[src/rtl/wildcard_seq_scanner.sv]
// Streaming wildcard sequence detector: loads a DEPTH-word pattern/mask, then flags every
// window of the last DEPTH accepted words that matches. Optional: WILDCARD_SCANNER_COUNT_WRAP_EN.

module wildcard_seq_scanner_cmp #(
  parameter int WIDTH = 3
) (
  input  logic [WIDTH-1:0] hist_i,
  input  logic [WIDTH-1:0] pat_i,
  input  logic [WIDTH-1:0] mask_i,
  output logic             hit_o
);
  assign hit_o = ((hist_i ^ pat_i) & ~mask_i) == '0;
endmodule

module wildcard_seq_scanner #(
  parameter int WIDTH = 3,
  parameter int DEPTH = 4,
  parameter int CNT_W = 8
) (
  input  logic             clk,
  input  logic             rst_n,
  input  logic             clear,
  input  logic             cfg_valid,
  output logic             cfg_ready,
  input  logic [WIDTH-1:0] cfg_data,
  input  logic [WIDTH-1:0] cfg_mask,
  input  logic             in_valid,
  output logic             in_ready,
  input  logic [WIDTH-1:0] in_data,
  output logic             match,
  output logic [CNT_W-1:0] match_count,
  output logic             scanning
);
  localparam int IW = (DEPTH > 1) ? $clog2(DEPTH) : 1;
  localparam int FW = $clog2(DEPTH + 1);

  typedef enum logic [1:0] {IDLE, LOAD, SCAN} state_e;

  state_e                        state_q, state_d;
  logic [IW-1:0]                 load_idx_q, load_idx_d;
  logic [DEPTH-1:0][WIDTH-1:0]   pat_q, pat_d;
  logic [DEPTH-1:0][WIDTH-1:0]   mask_q, mask_d;
  logic [DEPTH-1:0][WIDTH-1:0]   hist_q, hist_d;
  logic [FW-1:0]                 fill_q, fill_d;
  logic                          match_q, match_d;
  logic [CNT_W-1:0]              cnt_q, cnt_d;

  logic [DEPTH-1:0][WIDTH-1:0]   hist_shift;
  logic [DEPTH-1:0]              hit;
  logic [FW-1:0]                 fill_inc;
  logic [CNT_W-1:0]              cnt_inc;

  // Window compare runs on the shifted history so the word being accepted is included.
  always_comb begin
    for (int i = 0; i < DEPTH - 1; i++) hist_shift[i] = hist_q[i+1];
    hist_shift[DEPTH-1] = in_data;
  end

  for (genvar g = 0; g < DEPTH; g++) begin : g_cmp
    wildcard_seq_scanner_cmp #(.WIDTH(WIDTH)) u_cmp (
      .hist_i (hist_shift[g]),
      .pat_i  (pat_q[g]),
      .mask_i (mask_q[g]),
      .hit_o  (hit[g])
    );
  end

  assign fill_inc = (fill_q == FW'(DEPTH)) ? fill_q : fill_q + 1'b1;

`ifdef WILDCARD_SCANNER_COUNT_WRAP_EN
  assign cnt_inc = cnt_q + 1'b1;
`else
  assign cnt_inc = (cnt_q == '1) ? cnt_q : cnt_q + 1'b1;
`endif

  always_comb begin
    state_d    = state_q;
    load_idx_d = load_idx_q;
    pat_d      = pat_q;
    mask_d     = mask_q;
    hist_d     = hist_q;
    fill_d     = fill_q;
    cnt_d      = cnt_q;
    match_d    = 1'b0;
    if (clear) begin
      state_d    = IDLE;
      load_idx_d = '0;
      pat_d      = '0;
      mask_d     = '0;
      hist_d     = '0;
      fill_d     = '0;
      cnt_d      = '0;
    end else begin
      case (state_q)
        IDLE: begin
          state_d    = LOAD;
          load_idx_d = '0;
        end
        LOAD: begin
          if (cfg_valid) begin
            pat_d[load_idx_q]  = cfg_data;
            mask_d[load_idx_q] = cfg_mask;
            if (load_idx_q == IW'(DEPTH - 1)) begin
              state_d    = SCAN;
              load_idx_d = '0;
              hist_d     = '0;
              fill_d     = '0;
              cnt_d      = '0;
            end else begin
              load_idx_d = load_idx_q + 1'b1;
            end
          end
        end
        SCAN: begin
          if (in_valid) begin
            hist_d = hist_shift;
            fill_d = fill_inc;
            if (fill_inc == FW'(DEPTH) && (&hit)) begin
              match_d = 1'b1;
              cnt_d   = cnt_inc;
            end
          end
        end
        default: state_d = IDLE;
      endcase
    end
  end

  always_ff @(posedge clk or negedge rst_n) begin
    if (!rst_n) begin
      state_q    <= IDLE;
      load_idx_q <= '0;
      pat_q      <= '0;
      mask_q     <= '0;
      hist_q     <= '0;
      fill_q     <= '0;
      match_q    <= 1'b0;
      cnt_q      <= '0;
    end else begin
      state_q    <= state_d;
      load_idx_q <= load_idx_d;
      pat_q      <= pat_d;
      mask_q     <= mask_d;
      hist_q     <= hist_d;
      fill_q     <= fill_d;
      match_q    <= match_d;
      cnt_q      <= cnt_d;
    end
  end

  assign cfg_ready   = (state_q == LOAD);
  assign in_ready    = (state_q == SCAN);
  assign scanning    = (state_q == SCAN);
  assign match       = match_q;
  assign match_count = cnt_q;
endmodule
[config.mk]
export PLATFORM = sky130hd
export DESIGN_NAME = wildcard_seq_scanner
export DESIGN_NICKNAME = d
export VERILOG_FILES = /design/src/rtl/wildcard_seq_scanner.sv
export SDC_FILE = /design/constraint.sdc
export NUM_CORES = 1
export LEC_CHECK = 0
export CORE_MARGIN = 10
export CORE_UTILIZATION = 30
export DETAILED_ROUTE_END_ITERATION = 10
export GPL_TIMING_DRIVEN = 0
export PLACE_DENSITY = 0.52
export SETUP_SLACK_MARGIN = 0.4
export SKIP_CTS_REPAIR_TIMING = 1
export SYNTH_ARGS = -nofsm -noshare
export SYNTH_HDL_FRONTEND = slang
export SYNTH_SLANG_ARGS = --single-unit
[constraint.sdc]
create_clock -name clk -period 4 [get_ports clk]
set_clock_uncertainty 0.15 [all_clocks]
set_input_delay 0.6 -clock clk [delete_from_list [all_inputs] [get_ports clk]]
set_output_delay 0.6 -clock clk [all_outputs]
set_load 0.02 [all_outputs]
Word-level counts from Yosys, hierarchy flattened
Cells that the tools add are included.
Storage, ports and cells
  flip-flop bits (word level): 49
  word-level logic and storage cells: 102
Cells by class
  $add $sub $neg: 3
  magnitude comparators: 2
  equal/unequal tests: 12
  multiplexer cells: 40
  bitwise operators: 12
  reduce and logical (&&, ||, !) cells: 17
Operator list (number)
  12-bit two-way mux: 10
  8-bit two-way mux: 6
  12-bit bitwise mux: 2
  12-bit case mux with 2 select lines: 1
  3-bit two-way mux: 6
  8-bit case mux with 2 select lines: 1
  3-bit AND: 4
  3-bit logical NOT: 4
  2-bit two-way mux: 6
  3-bit inverter: 4
  3-bit XOR: 4
  3-bit inequality test, second input constant: 3
  8-bit by 1-bit adder with 8-bit output, second input constant: 1
  8-bit equality test, second input constant: 1
  4-bit AND reduction: 2
  3-bit demux with 2-bit select: 1
  3-bit equality test, second input constant: 2
  3-bit by 2-bit inequality test with 1-bit output, second input constant: 2
  2-bit case mux with 3 select lines: 1
  3-bit case mux with 2 select lines: 1
  6-bit AND reduction: 1
  3-bit nonzero test: 2
  2-bit equality test, second input constant: 2
  1-bit two-way mux: 4
  other kinds (12): 15

Depth between registers and ports, before layout
  word-level depth: 9
  depth in mapped cells: 9

Hierarchy
From an unflattened synthesis, not the netlist that was laid out.
Unflattened totals
  cell total of the unflattened synthesis: 290
  area, all modules: 2551.2 µm²
By module, submodules not included
  wildcard_seq_scanner: times used 1, cells an instance 262, area each 2361.0 µm², sequential area each 1226.2 µm²
  wildcard_seq_scanner_cmp: times used 4, cells an instance 7, area each 47.5 µm², sequential area each 0.0 µm²

Worst setup path before layout
OpenSTA, ideal clock, no wires.
  kind: reg2reg
  start: reg fill_q[0]
  end: reg cnt_q[7], in the netlist match_count[7]
  arrival time: 1.933 ns
  data required time: 3.713 ns
  setup slack: 1.780 ns
  stages on the path, launching flop included: 10
  cell sequence: dfrtp_1 inv_1 ha_1 and2b_1 o21ai_1 a211o_1 nand3b_1 buf_2 o311ai_2 o211ai_1
On the way
  longest elaborated chain between the ends: 6
  elaborated cells on any way between the ends: 7
  classes of those cells: add/sub (1); eq/ne (3); mux (1); reduce/logical (2)
Ends and longest elaborated chain
  start: declaration: line 44  | logic [FW-1:0] fill_q, fill_d;
  start signal: assignment: line 145  | fill_q <= fill_d;
  3-bit by 1-bit adder with 3-bit output / 3-bit equality test (equally long branches): line 68  | assign fill_inc = (fill_q == FW'(DEPTH)) ? fill_q : fill_q + 1'b1;
  3-bit two-way mux (*): line 68
  3-bit equality test (*): line 118  | if (fill_inc == FW'(DEPTH) && (&hit)) begin
  1-bit logical AND (*): line 118
  3-bit by 2-bit inequality test with 1-bit output (no source line) (*)
  6-bit AND reduction (no source line) (*)
  end signal: assignment: line 147  | cnt_q <= cnt_d;
  end: declaration: line 46  | logic [CNT_W-1:0] cnt_q, cnt_d;
Mark *: on every way between the ends. The rest lies on a longest branch, timed or not.
A chain may end at the register's enable or synchronous reset.

Worst setup path after layout
  start: reg state_q[0]
  end: out scanning
On the way
  longest elaborated chain between the ends: 1
Ends and longest elaborated chain
  start: declaration: line 39  | state_e state_q, state_d;
  start signal: assignment: line 140  | state_q <= state_d;
  2-bit equality test: line 153  | assign scanning = (state_q == SCAN);
  end: declaration: line 32  | output logic scanning
No other way between the ends.

==> flow_summary.json <==
{
  "ios": 26,
  "cp_max_fo": 10,
  "dp_hpwl_mm": 4.49,
  "ys_types": 39,
  "finalSetupViolations": 0,
  "worstSkewPairLatency_ns": 0.31,
  "finalCriticalPeriod_ns": 2.75,
  "place_ws_ns": 1.09,
  "overflow": 0,
  "start_util": 0.306,
  "grt_start_max_net_pins": 27,
  "cp_slowest_cell": "clkdlybuf4s50_1",
  "antenna_found_initial": 0,
  "cts_sinks": 49,
  "layout-drive-gt1-share": 0.0782,
  "yosysSeqAreaShare": 0.491,
  "vias_per_cell": 4.83,
  "synth_nets": 281,
  "postSynth.asyncResetShare": 1.00,
  "netlist_area_mm2": 0.00250,
  "vias": 1927,
  "ys_top_cells_by_count": "dfrtp_1 (49), nand2_1 (43), nor2_1 (26)",
  "slew_headroom": 0.613,
  "syn_avg_cell_area_um2": 9.61,
  "cp-start-kind": "flip-flop",
  "synth_edf_count": 0,
  "finalHoldViolCount": 0,
  "grt_first_pass_wirelength_mm": 10.2,
  "postSynth.topFlopCell": "dfrtp_1",
  "r2r_start": "fill_q[0]$_DFFE_PN0P_",
  "required_ns": 3.25,
  "wire_per_inst_um": 15.1,
  "crit_path_end_kind": "output pin",
  "arrival_ns": 2.00,
  "fill_cells": 855,
  "cts_tree": "done",
  "fin_ws_ns": 1.25,
  "die_height_um": 111,
  "ir_worst_vdd_v": 0.000174,
  "cts.clk_slew.worst_paths_ns": 0.10,
  "core_mm2": 0.00818,
  "hp-class": "in -> async",
  "grt_usage": 0.0981,
  "cts_root_buf": "clkbuf_8",
  "drt_iter0_markers": 93,
  "fmax_mhz": 363,
  "regToRegEndpoint": "match_count[7]$_DFFE_PN0P_",
  "slowest_delay_ns": 0.60,
  "drv_slew": 0,
  "dieWidth_um": 111,
  "yosysMostFrequentCell": "dfrtp_1",
  "placed_cells_incl_taps": 391,
  "status": "finished clean",
  "nets": 314,
  "syn_to_final_growth_pct": 21.2,
  "rr_worst_depth": 9,
  "worst-setup-path-type": "reg -> out",
  "tns_ns": 0,
  "yosysWarnings": 0,
  "n_antenna_cell": 0,
  "antenna_left": 0,
  "std_cell_rows": 33,
  "reg2reg_slack_ns": 1.49,
  "first_global_vias": 1942,
  "leakage_nw": 1.37,
  "power_density_mw_per_mm2": 330,
  "netlist_instances": 260,
  "worstMarginPinSlew_ns": 0.580,
  "dieArea_mm2": 0.0124,
  "yosys.area.top_type": "dfrtp_1",
  "rsz0062_at_grt": "no",
  "fin_hold_ws_ns": 0.127,
  "place.port_buffers": 25,
  "ys_ff_latch": 49,
  "stdcell_count": 399,
  "synth_top_area_frac": 0.491,
  "maxCapViolCount": 0,
  "synth.top_cells.by_area": "dfrtp_1 (49%), mux2i_1 (7.2%), nand2_1 (6.5%)",
  "drc": 0,
  "firstDrtPassIters": 4,
  "clock_path_buffers": 2,
  "fin_crit_sh": 0.689,
  "h-tree-depth": 2,
  "gp_congestion": 0.762,
  "numCtsBuffers": 5,
  "path_cells": "clkbuf_1 -> nand2b_1 -> inv_1 -> buf_4 -> clkdlybuf4s50_1",
  "drt_wl_total_mm": 6.02
}
[cell type report]
type,count,area [um^2],area share
inverters,11,41.3,0.0136
clock buffers,5,68.8,0.0227
clock inverters,3,65.1,0.0215
multi-input cells,188,1170,0.386
plain buffers,12,61.3,0.0202
repair buffers,26,265,0.0876
well taps,105,131,0.0434
flip-flops and latches,49,1230,0.405
[flip-flops by register name, indices dropped and copies added, names as in the netlist]
name	flops
match	1
hist_q	9
state_q	2
load_idx_q	2
pat_q	12
match_count	8
mask_q	12
fill_q	3
[cell families (layout without fill, tap and decap cells)]
kind of cell,after synthesis,count (layout),share of synthesized area
AO/OA/AOI/OAI,48,48,0.130
XOR/XNOR,12,12,0.0421
adder cells (fa/ha/maj),7,7,0.0351
buffers and inverters,23,57,0.0411
flip-flops,49,49,0.491
multiplexers,19,19,0.0766
AND/OR/NAND/NOR,102,102,0.185
[stage by stage]
step	instance area (um^2)	utilization	power, W
floorplan	2500	-	0.000546
global placement	2880	0.352	0.000586
detailed placement	2900	0.354	0.000589
CTS	3030	0.371	0.00101
global route	3030	0.371	0.00104
finish	3030	0.371	0.00100
[routing by layer]
layer / part of all wire / track usage
met4: 0.0086 / 0.0257
met2: 0.44 / 0.152
met1: 0.50 / 0.131
met5: 0 / 0
met3: 0.044 / 0.0260
[how the worst max path moves through the flow]
stage                           startpoint                          to  slack [ns]
floorplan            fill_q[0]$_DFFE_PN0P_  match_count[7]$_DFFE_PN0P_        1.78
global placement                     rst_n  match_count[2]$_DFFE_PN0P_        0.68
detailed placement               cfg_valid  match_count[7]$_DFFE_PN0P_        1.09
CTS                 state_q[0]$_DFFE_PN0P_                    scanning        1.25
global route        state_q[0]$_DFFE_PN0P_                    scanning        1.13
finish              state_q[0]$_DFFE_PN0P_                    scanning        1.25
[critical path: cells and delay by family (launching register included)]
family                 cells  cell delay (ns)
buffers and inverters      4             1.08
DFF                        1             0.37
and+or+nand+nor            1             0.25
[power by group]
group	leakage, nW	switching (W)	internal, W	total [W]
sequential	0.680	0.00000442	0.000500	0.000504
combinational	0.621	0.0000430	0.0000305	0.0000735
clock	0.0681	0.000174	0.000249	0.000423
[cells in the final DEF, fill, tap and decap left out, types with 2 or more instances in the layout]
master           instances
inv_1                   11
buf_2                    5
nand2_1                 43
xnor2_1                 12
a22oi_1                  2
buf_4                    3
bufinv_16                2
nor2_1                  26
o21ai_1                 11
nor2b_1                  2
o21ai_0                  3
or4_1                    6
nand3_1                 14
ha_1                     7
o211ai_1                 6
clkbuf_1                 5
a21oi_1                 10
mux2i_1                 18
dfrtp_1                 49
clkdlybuf4s50_1         24
o22ai_1                  8
clkbuf_8                 5
Power figures use the tool's default switching activity.
